--- src/rtl/axi_line_master_if.sv ---
// AXI4 read (AR+R) and write (AW+W+B) channel bundles used by the line master.
interface axi_read_if #(
    parameter int ADDR_WIDTH = 32,
    parameter int DATA_WIDTH = 32
);
    logic [ADDR_WIDTH-1:0] araddr;
    logic [7:0]            arlen;
    logic [2:0]            arsize;
    logic [1:0]            arburst;
    logic                  arvalid;
    logic                  arready;
    logic [DATA_WIDTH-1:0] rdata;
    logic [1:0]            rresp;
    logic                  rlast;
    logic                  rvalid;
    logic                  rready;

    modport master (
        output araddr, arlen, arsize, arburst, arvalid,
        input  arready,
        input  rdata, rresp, rlast, rvalid,
        output rready
    );

    modport slave (
        input  araddr, arlen, arsize, arburst, arvalid,
        output arready,
        output rdata, rresp, rlast, rvalid,
        input  rready
    );
endinterface

interface axi_write_if #(
    parameter int ADDR_WIDTH = 32,
    parameter int DATA_WIDTH = 32
);
    logic [ADDR_WIDTH-1:0]   awaddr;
    logic [7:0]              awlen;
    logic [2:0]              awsize;
    logic [1:0]              awburst;
    logic                    awvalid;
    logic                    awready;
    logic [DATA_WIDTH-1:0]   wdata;
    logic [DATA_WIDTH/8-1:0] wstrb;
    logic                    wlast;
    logic                    wvalid;
    logic                    wready;
    logic [1:0]              bresp;
    logic                    bvalid;
    logic                    bready;

    modport master (
        output awaddr, awlen, awsize, awburst, awvalid,
        input  awready,
        output wdata, wstrb, wlast, wvalid,
        input  wready,
        input  bresp, bvalid,
        output bready
    );

    modport slave (
        input  awaddr, awlen, awsize, awburst, awvalid,
        output awready,
        input  wdata, wstrb, wlast, wvalid,
        output wready,
        output bresp, bvalid,
        input  bready
    );
endinterface

--- src/rtl/axi_line_master.sv ---
// Whole-line AXI initiator: one read-line or write-line request becomes one fixed-length
// INCR burst; a single transaction is in flight at a time.
module axi_line_master #(
    parameter int  ADDR_WIDTH = 32,
    parameter int  BEAT_WIDTH = 32,
    parameter int  BEATS      = 8,
    localparam int LINE_W     = BEATS * BEAT_WIDTH
) (
    input  logic                  clk,
    input  logic                  rst_n,
    input  logic                  req_valid,
    output logic                  req_ready,
    input  logic                  req_write,
    input  logic [ADDR_WIDTH-1:0] req_addr,
    input  logic [LINE_W-1:0]     req_wdata,
    output logic                  resp_valid,
    output logic                  resp_err,
    output logic [LINE_W-1:0]     resp_rdata,
    axi_read_if.master            axi_read_if,
    axi_write_if.master           axi_write_if
);

    localparam int OFF = $clog2(LINE_W / 8);
    localparam int IW  = $clog2(BEATS);
    localparam int CW  = IW + 1;
    localparam logic [CW-1:0] LAST_BEAT = CW'(BEATS - 1);
    localparam logic [CW-1:0] BEAT_CNT  = CW'(BEATS);

    typedef enum logic [2:0] {
        ST_IDLE,
        ST_AR,
        ST_R,
        ST_AW,
        ST_W,
        ST_B
    } state_t;

    state_t                state_reg, state_next;
    logic [ADDR_WIDTH-1:0] addr_reg, addr_next;
    logic [CW-1:0]         beat_reg, beat_next;
    logic                  err_reg, err_next;
    logic                  resp_valid_reg, resp_valid_next;
    logic                  load_wline;
    logic [BEATS-1:0]      beat_we;

    logic [BEAT_WIDTH-1:0] line_reg  [BEATS];
    logic [BEAT_WIDTH-1:0] wline_reg [BEATS];

    logic unused_addr_bits;
    assign unused_addr_bits = &{1'b0, req_addr[OFF-1:0]};

    // Control state: address, beat counter, error accumulator and completion pulse.
    always_ff @(posedge clk or negedge rst_n) begin
        if (!rst_n) begin
            state_reg      <= ST_IDLE;
            addr_reg       <= '0;
            beat_reg       <= '0;
            err_reg        <= 1'b0;
            resp_valid_reg <= 1'b0;
        end else begin
            state_reg      <= state_next;
            addr_reg       <= addr_next;
            beat_reg       <= beat_next;
            err_reg        <= err_next;
            resp_valid_reg <= resp_valid_next;
        end
    end

    genvar gi;
    generate
        for (gi = 0; gi < BEATS; gi++) begin : g_beat
            always_ff @(posedge clk or negedge rst_n) begin
                if (!rst_n) begin
                    line_reg[gi] <= '0;
                end else if (beat_we[gi]) begin
                    line_reg[gi] <= axi_read_if.rdata;
                end
            end

            always_ff @(posedge clk or negedge rst_n) begin
                if (!rst_n) begin
                    wline_reg[gi] <= '0;
                end else if (load_wline) begin
                    wline_reg[gi] <= req_wdata[gi*BEAT_WIDTH +: BEAT_WIDTH];
                end
            end

            assign resp_rdata[gi*BEAT_WIDTH +: BEAT_WIDTH] = line_reg[gi];
        end
    endgenerate

    always_comb begin
        state_next      = state_reg;
        addr_next       = addr_reg;
        beat_next       = beat_reg;
        err_next        = err_reg;
        resp_valid_next = 1'b0;
        load_wline      = 1'b0;
        beat_we         = '0;

        case (state_reg)
            ST_IDLE: begin
                if (req_valid) begin
                    addr_next  = {req_addr[ADDR_WIDTH-1:OFF], {OFF{1'b0}}};
                    beat_next  = '0;
                    err_next   = 1'b0;
                    load_wline = 1'b1;
                    state_next = req_write ? ST_AW : ST_AR;
                end
            end
            ST_AR: begin
                if (axi_read_if.arready) begin
                    state_next = ST_R;
                end
            end
            ST_R: begin
                if (axi_read_if.rvalid) begin
                    // Beats beyond the line length are discarded but flagged.
                    if (beat_reg < BEAT_CNT) begin
                        beat_we[beat_reg[IW-1:0]] = 1'b1;
                        beat_next = beat_reg + 1'b1;
                    end else begin
                        err_next = 1'b1;
                    end
                    if (axi_read_if.rresp != 2'b00) begin
                        err_next = 1'b1;
                    end
                    if (axi_read_if.rlast) begin
                        if (beat_reg != LAST_BEAT) begin
                            err_next = 1'b1;
                        end
                        state_next      = ST_IDLE;
                        resp_valid_next = 1'b1;
                    end
                end
            end
            ST_AW: begin
                if (axi_write_if.awready) begin
                    state_next = ST_W;
                end
            end
            ST_W: begin
                if (axi_write_if.wready) begin
                    beat_next = beat_reg + 1'b1;
                    if (beat_reg == LAST_BEAT) begin
                        state_next = ST_B;
                    end
                end
            end
            ST_B: begin
                if (axi_write_if.bvalid) begin
                    if (axi_write_if.bresp != 2'b00) begin
                        err_next = 1'b1;
                    end
                    state_next      = ST_IDLE;
                    resp_valid_next = 1'b1;
                end
            end
            default: begin
                state_next = ST_IDLE;
            end
        endcase
    end

    assign req_ready  = (state_reg == ST_IDLE);
    assign resp_valid = resp_valid_reg;
    assign resp_err   = err_reg;

    // Address and length stay on the bus for the whole transaction; some slaves sample len late.
    assign axi_read_if.araddr  = addr_reg;
    assign axi_read_if.arlen   = 8'(BEATS - 1);
    assign axi_read_if.arsize  = 3'($clog2(BEAT_WIDTH / 8));
    assign axi_read_if.arburst = 2'b01;
    assign axi_read_if.arvalid = (state_reg == ST_AR);
    assign axi_read_if.rready  = (state_reg == ST_R);

    assign axi_write_if.awaddr  = addr_reg;
    assign axi_write_if.awlen   = 8'(BEATS - 1);
    assign axi_write_if.awsize  = 3'($clog2(BEAT_WIDTH / 8));
    assign axi_write_if.awburst = 2'b01;
    assign axi_write_if.awvalid = (state_reg == ST_AW);
    assign axi_write_if.wvalid  = (state_reg == ST_W);
    assign axi_write_if.wdata   = wline_reg[beat_reg[IW-1:0]];
    assign axi_write_if.wstrb   = '1;
    assign axi_write_if.wlast   = (state_reg == ST_W) && (beat_reg == LAST_BEAT);
    assign axi_write_if.bready  = (state_reg == ST_B);

endmodule

--- src/flat_wrapper.sv ---
// flat-port wrapper written by rule: the top's interface ports become plain ports
module axi_line_master_flat 
#(
    parameter int  ADDR_WIDTH = 32,
    parameter int  BEAT_WIDTH = 32,
    parameter int  BEATS      = 8,
    localparam int LINE_W     = BEATS * BEAT_WIDTH
)
  (clk, rst_n, req_valid, req_ready, req_write, req_addr, req_wdata, resp_valid, resp_err, resp_rdata, axi_read_if_araddr, axi_read_if_arlen, axi_read_if_arsize, axi_read_if_arburst, axi_read_if_arvalid, axi_read_if_arready, axi_read_if_rdata, axi_read_if_rresp, axi_read_if_rlast, axi_read_if_rvalid, axi_read_if_rready, axi_write_if_awaddr, axi_write_if_awlen, axi_write_if_awsize, axi_write_if_awburst, axi_write_if_awvalid, axi_write_if_awready, axi_write_if_wdata, axi_write_if_wstrb, axi_write_if_wlast, axi_write_if_wvalid, axi_write_if_wready, axi_write_if_bresp, axi_write_if_bvalid, axi_write_if_bready);
  axi_read_if #(.ADDR_WIDTH(ADDR_WIDTH), .DATA_WIDTH((32))) axi_read_if_i ();
  axi_write_if #(.ADDR_WIDTH(ADDR_WIDTH), .DATA_WIDTH((32))) axi_write_if_i ();
  input  logic clk;
  input  logic rst_n;
  input  logic req_valid;
  output logic req_ready;
  input  logic req_write;
  input  logic [ADDR_WIDTH-1:0] req_addr;
  input  logic [LINE_W-1:0] req_wdata;
  output logic resp_valid;
  output logic resp_err;
  output logic [LINE_W-1:0] resp_rdata;
  output wire logic [$bits(axi_read_if_i.araddr)-1:0] axi_read_if_araddr;
  output wire logic [$bits(axi_read_if_i.arlen)-1:0] axi_read_if_arlen;
  output wire logic [$bits(axi_read_if_i.arsize)-1:0] axi_read_if_arsize;
  output wire logic [$bits(axi_read_if_i.arburst)-1:0] axi_read_if_arburst;
  output wire logic [$bits(axi_read_if_i.arvalid)-1:0] axi_read_if_arvalid;
  input wire logic [$bits(axi_read_if_i.arready)-1:0] axi_read_if_arready;
  input wire logic [$bits(axi_read_if_i.rdata)-1:0] axi_read_if_rdata;
  input wire logic [$bits(axi_read_if_i.rresp)-1:0] axi_read_if_rresp;
  input wire logic [$bits(axi_read_if_i.rlast)-1:0] axi_read_if_rlast;
  input wire logic [$bits(axi_read_if_i.rvalid)-1:0] axi_read_if_rvalid;
  output wire logic [$bits(axi_read_if_i.rready)-1:0] axi_read_if_rready;
  output wire logic [$bits(axi_write_if_i.awaddr)-1:0] axi_write_if_awaddr;
  output wire logic [$bits(axi_write_if_i.awlen)-1:0] axi_write_if_awlen;
  output wire logic [$bits(axi_write_if_i.awsize)-1:0] axi_write_if_awsize;
  output wire logic [$bits(axi_write_if_i.awburst)-1:0] axi_write_if_awburst;
  output wire logic [$bits(axi_write_if_i.awvalid)-1:0] axi_write_if_awvalid;
  input wire logic [$bits(axi_write_if_i.awready)-1:0] axi_write_if_awready;
  output wire logic [$bits(axi_write_if_i.wdata)-1:0] axi_write_if_wdata;
  output wire logic [$bits(axi_write_if_i.wstrb)-1:0] axi_write_if_wstrb;
  output wire logic [$bits(axi_write_if_i.wlast)-1:0] axi_write_if_wlast;
  output wire logic [$bits(axi_write_if_i.wvalid)-1:0] axi_write_if_wvalid;
  input wire logic [$bits(axi_write_if_i.wready)-1:0] axi_write_if_wready;
  input wire logic [$bits(axi_write_if_i.bresp)-1:0] axi_write_if_bresp;
  input wire logic [$bits(axi_write_if_i.bvalid)-1:0] axi_write_if_bvalid;
  output wire logic [$bits(axi_write_if_i.bready)-1:0] axi_write_if_bready;
  assign axi_read_if_araddr = axi_read_if_i.araddr;
  assign axi_read_if_arlen = axi_read_if_i.arlen;
  assign axi_read_if_arsize = axi_read_if_i.arsize;
  assign axi_read_if_arburst = axi_read_if_i.arburst;
  assign axi_read_if_arvalid = axi_read_if_i.arvalid;
  assign axi_read_if_i.arready = axi_read_if_arready;
  assign axi_read_if_i.rdata = axi_read_if_rdata;
  assign axi_read_if_i.rresp = axi_read_if_rresp;
  assign axi_read_if_i.rlast = axi_read_if_rlast;
  assign axi_read_if_i.rvalid = axi_read_if_rvalid;
  assign axi_read_if_rready = axi_read_if_i.rready;
  assign axi_write_if_awaddr = axi_write_if_i.awaddr;
  assign axi_write_if_awlen = axi_write_if_i.awlen;
  assign axi_write_if_awsize = axi_write_if_i.awsize;
  assign axi_write_if_awburst = axi_write_if_i.awburst;
  assign axi_write_if_awvalid = axi_write_if_i.awvalid;
  assign axi_write_if_i.awready = axi_write_if_awready;
  assign axi_write_if_wdata = axi_write_if_i.wdata;
  assign axi_write_if_wstrb = axi_write_if_i.wstrb;
  assign axi_write_if_wlast = axi_write_if_i.wlast;
  assign axi_write_if_wvalid = axi_write_if_i.wvalid;
  assign axi_write_if_i.wready = axi_write_if_wready;
  assign axi_write_if_i.bresp = axi_write_if_bresp;
  assign axi_write_if_i.bvalid = axi_write_if_bvalid;
  assign axi_write_if_bready = axi_write_if_i.bready;
  axi_line_master #(.ADDR_WIDTH(ADDR_WIDTH), .BEAT_WIDTH(BEAT_WIDTH), .BEATS(BEATS)) u_core (.clk(clk), .rst_n(rst_n), .req_valid(req_valid), .req_ready(req_ready), .req_write(req_write), .req_addr(req_addr), .req_wdata(req_wdata), .resp_valid(resp_valid), .resp_err(resp_err), .resp_rdata(resp_rdata), .axi_read_if(axi_read_if_i), .axi_write_if(axi_write_if_i));
endmodule
--- config.mk ---
export PLATFORM = sky130hd
export DESIGN_NAME = axi_line_master_flat
export DESIGN_NICKNAME = d
export VERILOG_FILES = /design/src/rtl/axi_line_master_if.sv /design/src/rtl/axi_line_master.sv /design/src/flat_wrapper.sv
export SDC_FILE = /design/constraint.sdc
export NUM_CORES = 1
export LEC_CHECK = 0
export ABC_CLOCK_PERIOD_IN_PS = 2900
export BUFFER_PORTS_ARGS = -buffer_cell sky130_fd_sc_hd__buf_2
export CORE_AREA = 2 2 281 283
export DETAILED_ROUTE_END_ITERATION = 8
export DIE_AREA = 0 0 283 285
export GPL_TIMING_DRIVEN = 0
export PLACE_DENSITY = 0.6
export SLEW_MARGIN = 30
export SYNTH_ARGS = -nofsm -noshare
export SYNTH_HDL_FRONTEND = slang
export SYNTH_SLANG_ARGS = --single-unit
--- constraint.sdc ---
create_clock -name clk -period 2.9 [get_ports clk]
set_clock_uncertainty 0.2 [all_clocks]
set_input_delay 0.145 -clock clk [delete_from_list [all_inputs] [get_ports clk]]
set_output_delay 0.145 -clock clk [all_outputs]
set_load 0.1 [all_outputs]
==> impl_metrics.ini, run 1 <==
[logic_synthesis]
syn_area_sq_mm = 0.0236
synth_top_area_cell = dfrtp_1
synth_edf_count = 0
avgSynthCellArea_sq_um = 15.0
ys_warn_count = 0
synth_area_leaders = dfrtp_1 58%, mux2_2 20%, mux2_1 5.6%
async_flop_share = 1.00
synthCells = 1568
synth_flop_cell = dfrtp_1
synth_top_area_frac = 0.582
synth_seq_cells = 548
ys_types = 53
yosysSeqAreaShare = 0.582

[worst_setup_path]
rrSetupSlack_ps = 160
crit_top_cell = buf_8
critPathTopFamily = buffers and inverters
cp_cell_sequence = buf_12, buf_8, mux2i_4, o32ai_2, a311o_1, buf_8
path_max_fanout = 10
cp-end-kind = output pin
start_kind = flop
critPathKind = flop to output pin
cp.arrival_ps = 2550
cpPeakStageDelay_ps = 450
worst_ep_required_time_ps = 2560
path_buf_inv = 3
cpMaxStageDelayCell = dfrtp_2

[detailed_routing]
first_pass_iters = 5
drcViolationCount = 0
wl_per_cell_um = 24.2
drt.antenna.violating_nets = 0
routed_wl_mm = 92.2
via_count = 18200
vias_per_cell = 4.77
drt_iter0_drc = 1133

[clock_network]
numCtsBuffers = 61
clkSinkCount = 548
cts-root-buf = clkbuf_16
worstSkewPairLatency_ps = 620
cts_buffer_depth = 3
cts_tree = yes
clk_pin_slew_worst_paths_ps = 60
htreeDepth = 2

[global_route]
grt_usage = 0.222
grt_pass1_wl_mm = 134
grt_max_degree = 90
first_global_vias = 19600
grt_overflow = 0
antenna_found_initial = 9

[layout]
drive_gt1_frac = 0.546
fin_nets = 3043
stdcell_count = 3809
final_util = 0.454
area_growth_pct = 50.3

[floorplan]
num_rows = 103
die_y_um = 285
die_w_um = 283
dieArea_sq_mm = 0.0807
io_pins = 725
fp.coreArea_sq_mm = 0.0780
initial_core_util = 0.302

[sta]
rsz0062_at_grt = true
fin_ws_ps = 5.61
finalHoldViolations = 0
clock.fmax_mhz = 345
finalSetupViolCount = 0
maxSlewHeadroom = 0.592
fin_crit_ps = 2890
period_share = 0.998
worst_slew_pin_slew_ps = 616
drv_slew = 0

[placed_design]
placedCellCount = 3342
port_buffers = 679
pre_cts_slack_ps = -857
gp_congestion = 0.901
dp_hpwl_mm = 67.1

[worst_hold_path]
hold_path.class = input pin to flop

[job]
cap_violations = 0

[outcome]
status = complete, no violations
[cells by family after synthesis]
group           share of synthesized area
compound gates                     0.0450
xor+xnor                         0.000744
fa+ha+maj                         0.00106
buf+inv                            0.0500
flops                               0.582
mux                                 0.302
other cells                      0.000319
simple gates                       0.0187
[synthesized netlist by cell type (4+ instances only)]
library cell  count
a211oi_1          7
a21oi_1          12
a221oi_1         20
a22o_1            6
a22oi_1          23
a311o_1           5
a31oi_1          15
and2_1            4
buf_2            38
buf_4            98
buf_6            16
clkbuf_1         11
dfrtp_1         548
inv_1             6
mux2_1          117
mux2_2          426
mux2_4           30
mux2i_1          51
nand2_1          10
nand3_2           5
nor2_1           23
nor2b_1           5
o21ai_0          25
o22a_1           14
o22ai_1          10
o32ai_1           5
[worst register-to-register path: stages, from the launching register on]
cell	delay, ps
dfrtp_1	360
buf_8	190
buf_6	230
nand2_1	160
nor2_1	160
a31oi_1	100
dlygate4sd3_1	580
o21ai_0	140
dlygate4sd3_1	560
[path summary, 6_finish.rpt]
kind,startpoint,cells past startpoint,endpoint
min in group asynchronous,rst_n,3,u_core.wline_reg[98]$_DFFE_PN0P_
setup / recovery,u_core.beat_reg[1]$_DFFE_PN0P_,6,axi_write_if_wdata[17]
setup reg to reg,u_core.beat_reg[2]$_DFFE_PN0P_,8,u_core.state_reg[0]$_DFFE_PN0P_
hold / removal,req_wdata[134],3,u_core.wline_reg[102]$_DFFE_PN0P_
hold reg to reg,u_core.resp_rdata[47]$_DFFE_PN0P_,1,u_core.resp_rdata[47]$_DFFE_PN0P_
max in group asynchronous,rst_n,7,u_core.resp_rdata[184]$_DFFE_PN0P_
[placed cells by master (no fill, tap or decap), drive strengths merged, types with 7 or more instances in the layout]
| cell | instances |
|---|---|
| buf | 861 |
| mux2 | 573 |
| dfrtp | 548 |
| dlygate4sd3 | 329 |
| clkbuf | 107 |
| mux2i | 51 |
| conb | 40 |
| nor2 | 29 |
| o21ai | 25 |
| a22oi | 23 |
| a221oi | 20 |
| a31oi | 15 |
| o22a | 14 |
| a21oi | 12 |
| o22ai | 11 |
| nand2 | 10 |
| a211oi | 7 |
| clkinv | 7 |
[routing by layer]
layer | GRT usage | share of wire
met1 | 0.270 | 0.40
met2 | 0.377 | 0.49
met3 | 0.0480 | 0.064
met4 | 0.104 | 0.045
met5 | 0 | 0.00014
[metrics by stage]
stage               setup TNS [ps]  area (sq um)  hold slack (ps)
floorplan                    -45.9         23800             -351
global placement          -5247430         28500              163
detailed placement          -35800         28700            -42.1
CTS                           -386         34800             23.5
global route                 -1090         35400             50.2
finish                           0         35400             68.1
[area by class of cell]
class / instances / area (sq um)
multi-input cells: 888 / 9310
plain buffers: 164 / 1470
diodes: 5 / 12.5
flip-flops and latches: 548 / 13700
repair buffers: 1038 / 7540
fillers: 6920 / 42600
clock inverters: 15 / 241
inverters: 6 / 30.0
clock buffers: 95 / 1770
well taps: 1050 / 1310
[repair_timing]
item                       in CTS  in global routing
setup buffers                  13                  6
pin swaps                      10                 24
hold endpoints to repair      776                  0
setup endpoints to repair      66                139
resized for setup             201                 82
gates cloned                    1                  4
hold buffers                  329                  0
Power of run 1 is left out: the tool's default activity adds up to more than one toggle a clock period on the data nets, which glitch-free logic cannot reach.
==> run 2: changes to the inputs <==
ABC_AREA = 1   (was unset)
CORE_AREA = 2 2 280 282   (was 2 2 281 283)
DIE_AREA = 0 0 282 284   (was 0 0 283 285)
PLACE_DENSITY = 0.59   (was 0.6)
==> run 2 against run 1 <==
Core utilization fell by 1.2 points. Synthesized area is 3.1% lower. Critical path depth is 2 higher. Global-route usage is 1.1 points higher. Final area fell by 4.0%. Count of clock-buffer cells in the layout is 5 lower. Critical path type unchanged.
==> impl_metrics.ini, run 2 <==
[clock_network]
clk_pin_slew_worst_paths_ps = 60
clkSinkCount = 548
cts_tree = yes
worstSkewPairLatency_ps = 590
cts-root-buf = clkbuf_16
htreeDepth = 3
cts_buffer_depth = 3
numCtsBuffers = 66

[logic_synthesis]
synth_common_cells = 548 x dfrtp_1, 519 x nand2_1, 407 x o21ai_0
synth_seq_cells = 548
synth_top_area_cell = dfrtp_1
syn_area_sq_mm = 0.0228
ys_warn_count = 0
synth_most_common_cell = dfrtp_1
synth_flop_cell = dfrtp_1
async_flop_share = 1.00
synth_edf_count = 0
synth_area_leaders = dfrtp_1 60%, o21ai_0 8.9%, nand2_1 8.5%
synth_top_area_frac = 0.601
ys_types = 32
avgSynthCellArea_sq_um = 10.2
synthCells = 2246
yosysSeqAreaShare = 0.601

[worst_setup_path]
worst_ep_required_time_ps = 2560
cp.arrival_ps = 2480
cpPeakStageDelay_ps = 470
start_kind = flop
worst_r2r_endpoint = u_core.state_reg[1]$_DFFE_PN0P_
path_max_fanout = 10
rrSetupSlack_ps = 190
cpMaxStageDelayCell = dfrtp_2
r2r-start = u_core.beat_reg[1]$_DFFE_PN0P_
r2r_cells = 10
cp_cell_sequence = inv_6, buf_2, a21oi_1, o21ai_0, nand2_2, inv_1, nand4_1, buf_8
cp-end-kind = output pin
critPathKind = flop to output pin

[sta]
clock.fmax_mhz = 354
rsz0062_at_grt = true
drv_slew = 0
finalSetupViolCount = 0
maxSlewHeadroom = 0.519
fin_crit_ps = 2830
worst_slew_pin_slew_ps = 721
period_share = 0.975
finalHoldViolations = 0

[detailed_routing]
drcViolationCount = 0
first_pass_iters = 5
drt.antenna.violating_nets = 0
via_count = 21200
vias_per_cell = 4.73
wl_per_cell_um = 21.4
routed_wl_mm = 95.6
drt_iter0_drc = 1431

[job]
cap_violations = 0

[layout]
layout_commonest_cell = buf_2
area_growth_pct = 48.9
regArea_sq_mm = 0.0137
multi_input_area_sq_mm = 0.00752
layout_common_cells = 679 x buf_2, 545 x dfrtp_1, 506 x nand2_1
nFillCells = 7309
stdcell_count = 4477
fin_nets = 3715
drive_gt1_frac = 0.340
final_util = 0.442

[placed_design]
gp_congestion = 0.878
placedCellCount = 4010
dp_hpwl_mm = 69.4
port_buffers = 679

[floorplan]
die_w_um = 282
io_pins = 725
num_rows = 102
die_y_um = 284
fp.coreArea_sq_mm = 0.0770
initial_core_util = 0.297
dieArea_sq_mm = 0.0801

[worst_hold_path]
hold-path-endpoint = u_core.wline_reg[51]$_DFFE_PN0P_
hold_depth = 4
hold_path.class = input pin to flop
min_from = req_wdata[211]

[global_route]
grt_max_degree = 83
grt_usage = 0.233
first_global_vias = 21100
grt_pass1_wl_mm = 138
grt_overflow = 0
antenna_found_initial = 16

[pwr]
p_leak_nw = 16.9
p_clk_frac = 0.204
seqPwrFrac = 0.275
switching_share = 0.517
combPwrFrac = 0.521
p_sw_mw = 22.3
vdd_ir_drop_max_mv = 1.42
internal-power_mw = 20.8
power_density_mw_per_mm2 = 1270

[outcome]
status = complete, no violations
[run 2: kinds of logic after synthesis]
kind of cell             Yosys count  share of synthesized area
adder cells (fa/ha/maj)            2                    0.00110
multiplexers                     181                     0.0893
flip-flops                       548                      0.601
other                              2                   0.000329
buffers and inverters            375                     0.0806
AND/OR/NAND/NOR                  606                      0.108
AO/OA/AOI/OAI                    532                      0.120
[run 2: worst max-delay path by stage]
stage | end | cells after the start | start | slack, ps
3_3_place_gp | u_core.resp_rdata[78]$_DFFE_PN0P_ | 1 | rst_n | -10590
6_report | axi_write_if_wdata[6] | 8 | u_core.beat_reg[0]$_DFFE_PN0P_ | 70
2_1_floorplan | axi_write_if_wdata[16] | 3 | u_core.beat_reg[0]$_DFFE_PN0P_ | -370
3_5_place_dp | u_core.resp_rdata[225]$_DFFE_PN0P_ | 8 | u_core.beat_reg[0]$_DFFE_PN0P_ | -570
4_1_cts | axi_write_if_wdata[19] | 7 | u_core.beat_reg[0]$_DFFE_PN0P_ | 6
5_1_grt | axi_write_if_wdata[6] | 8 | u_core.beat_reg[0]$_DFFE_PN0P_ | -50
[run 2: what timing repair did]
item | CTS | global route
endpoints found under the hold margin | 941 | 0
hold buffers | 338 | 0
setup buffers | 0 | 3
pin swaps | 1 | 2
setup endpoints to repair | 64 | 29
resized for setup | 137 | 22
[run 2: through the flow]
| stage | setup WS [ps] | TNS, ps | power (mW) | hold WS [ps] | cell area [sq um] |
|---|---|---|---|---|---|
| 3_5_place_dp | -569 | -22030 | 33.1 | -194 | 27900 |
| 4_1_cts | 5.93 | 0 | 43.1 | 51.3 | 33900 |
| 2_1_floorplan | -370 | -1480 | 28.5 | -351 | 23000 |
| 6_report | 72.3 | 0 | 43.1 | 104 | 34000 |
| 3_3_place_gp | -10590 | -5766070 | 32.9 | 154 | 27700 |
| 5_1_grt | -47.5 | -102 | 44.8 | 85.2 | 34000 |
[run 2: cell type report]
cell class,instances,area share
Timing Repair Buffer,1027,0.211
Buffer,195,0.0376
Sequential cell,548,0.403
Inverter,180,0.0202
Tap cell,1040,0.0383
Clock inverter,27,0.0111
Clock buffer,90,0.0566
Antenna cell,9,0.000662
Multi-Input combinational cell,1361,0.221
[run 2: power by group through the flow]
stage / registers (mW) / clock network [mW] / logic (mW)
3_3_place_gp: 11.8 / 0 / 21.1
6_report: 11.8 / 8.79 / 22.5
3_5_place_dp: 11.9 / 0 / 21.3
2_1_floorplan: 18.3 / 0 / 10.2
4_1_cts: 11.8 / 8.98 / 22.3
5_1_grt: 12.1 / 9.28 / 23.4
[run 2: layer usage]
metal / part of all wire / vias up / global-route usage
li1: - / 9584 / -
met2: 0.46 / 960 / 0.368
met1: 0.43 / 10400 / 0.311
met5: 0.00028 / - / 0
met3: 0.068 / 243 / 0.0480
met4: 0.044 / 4 / 0.0979
[run 2: critical path, delay by kind of cell (launching register included)]
kind            cells  cell delay, ps
compound gates      2             220
buf+inv             4             810
flops               1             470
simple gates        2             350
No activity file was read; power rests on OpenSTA's default activity.
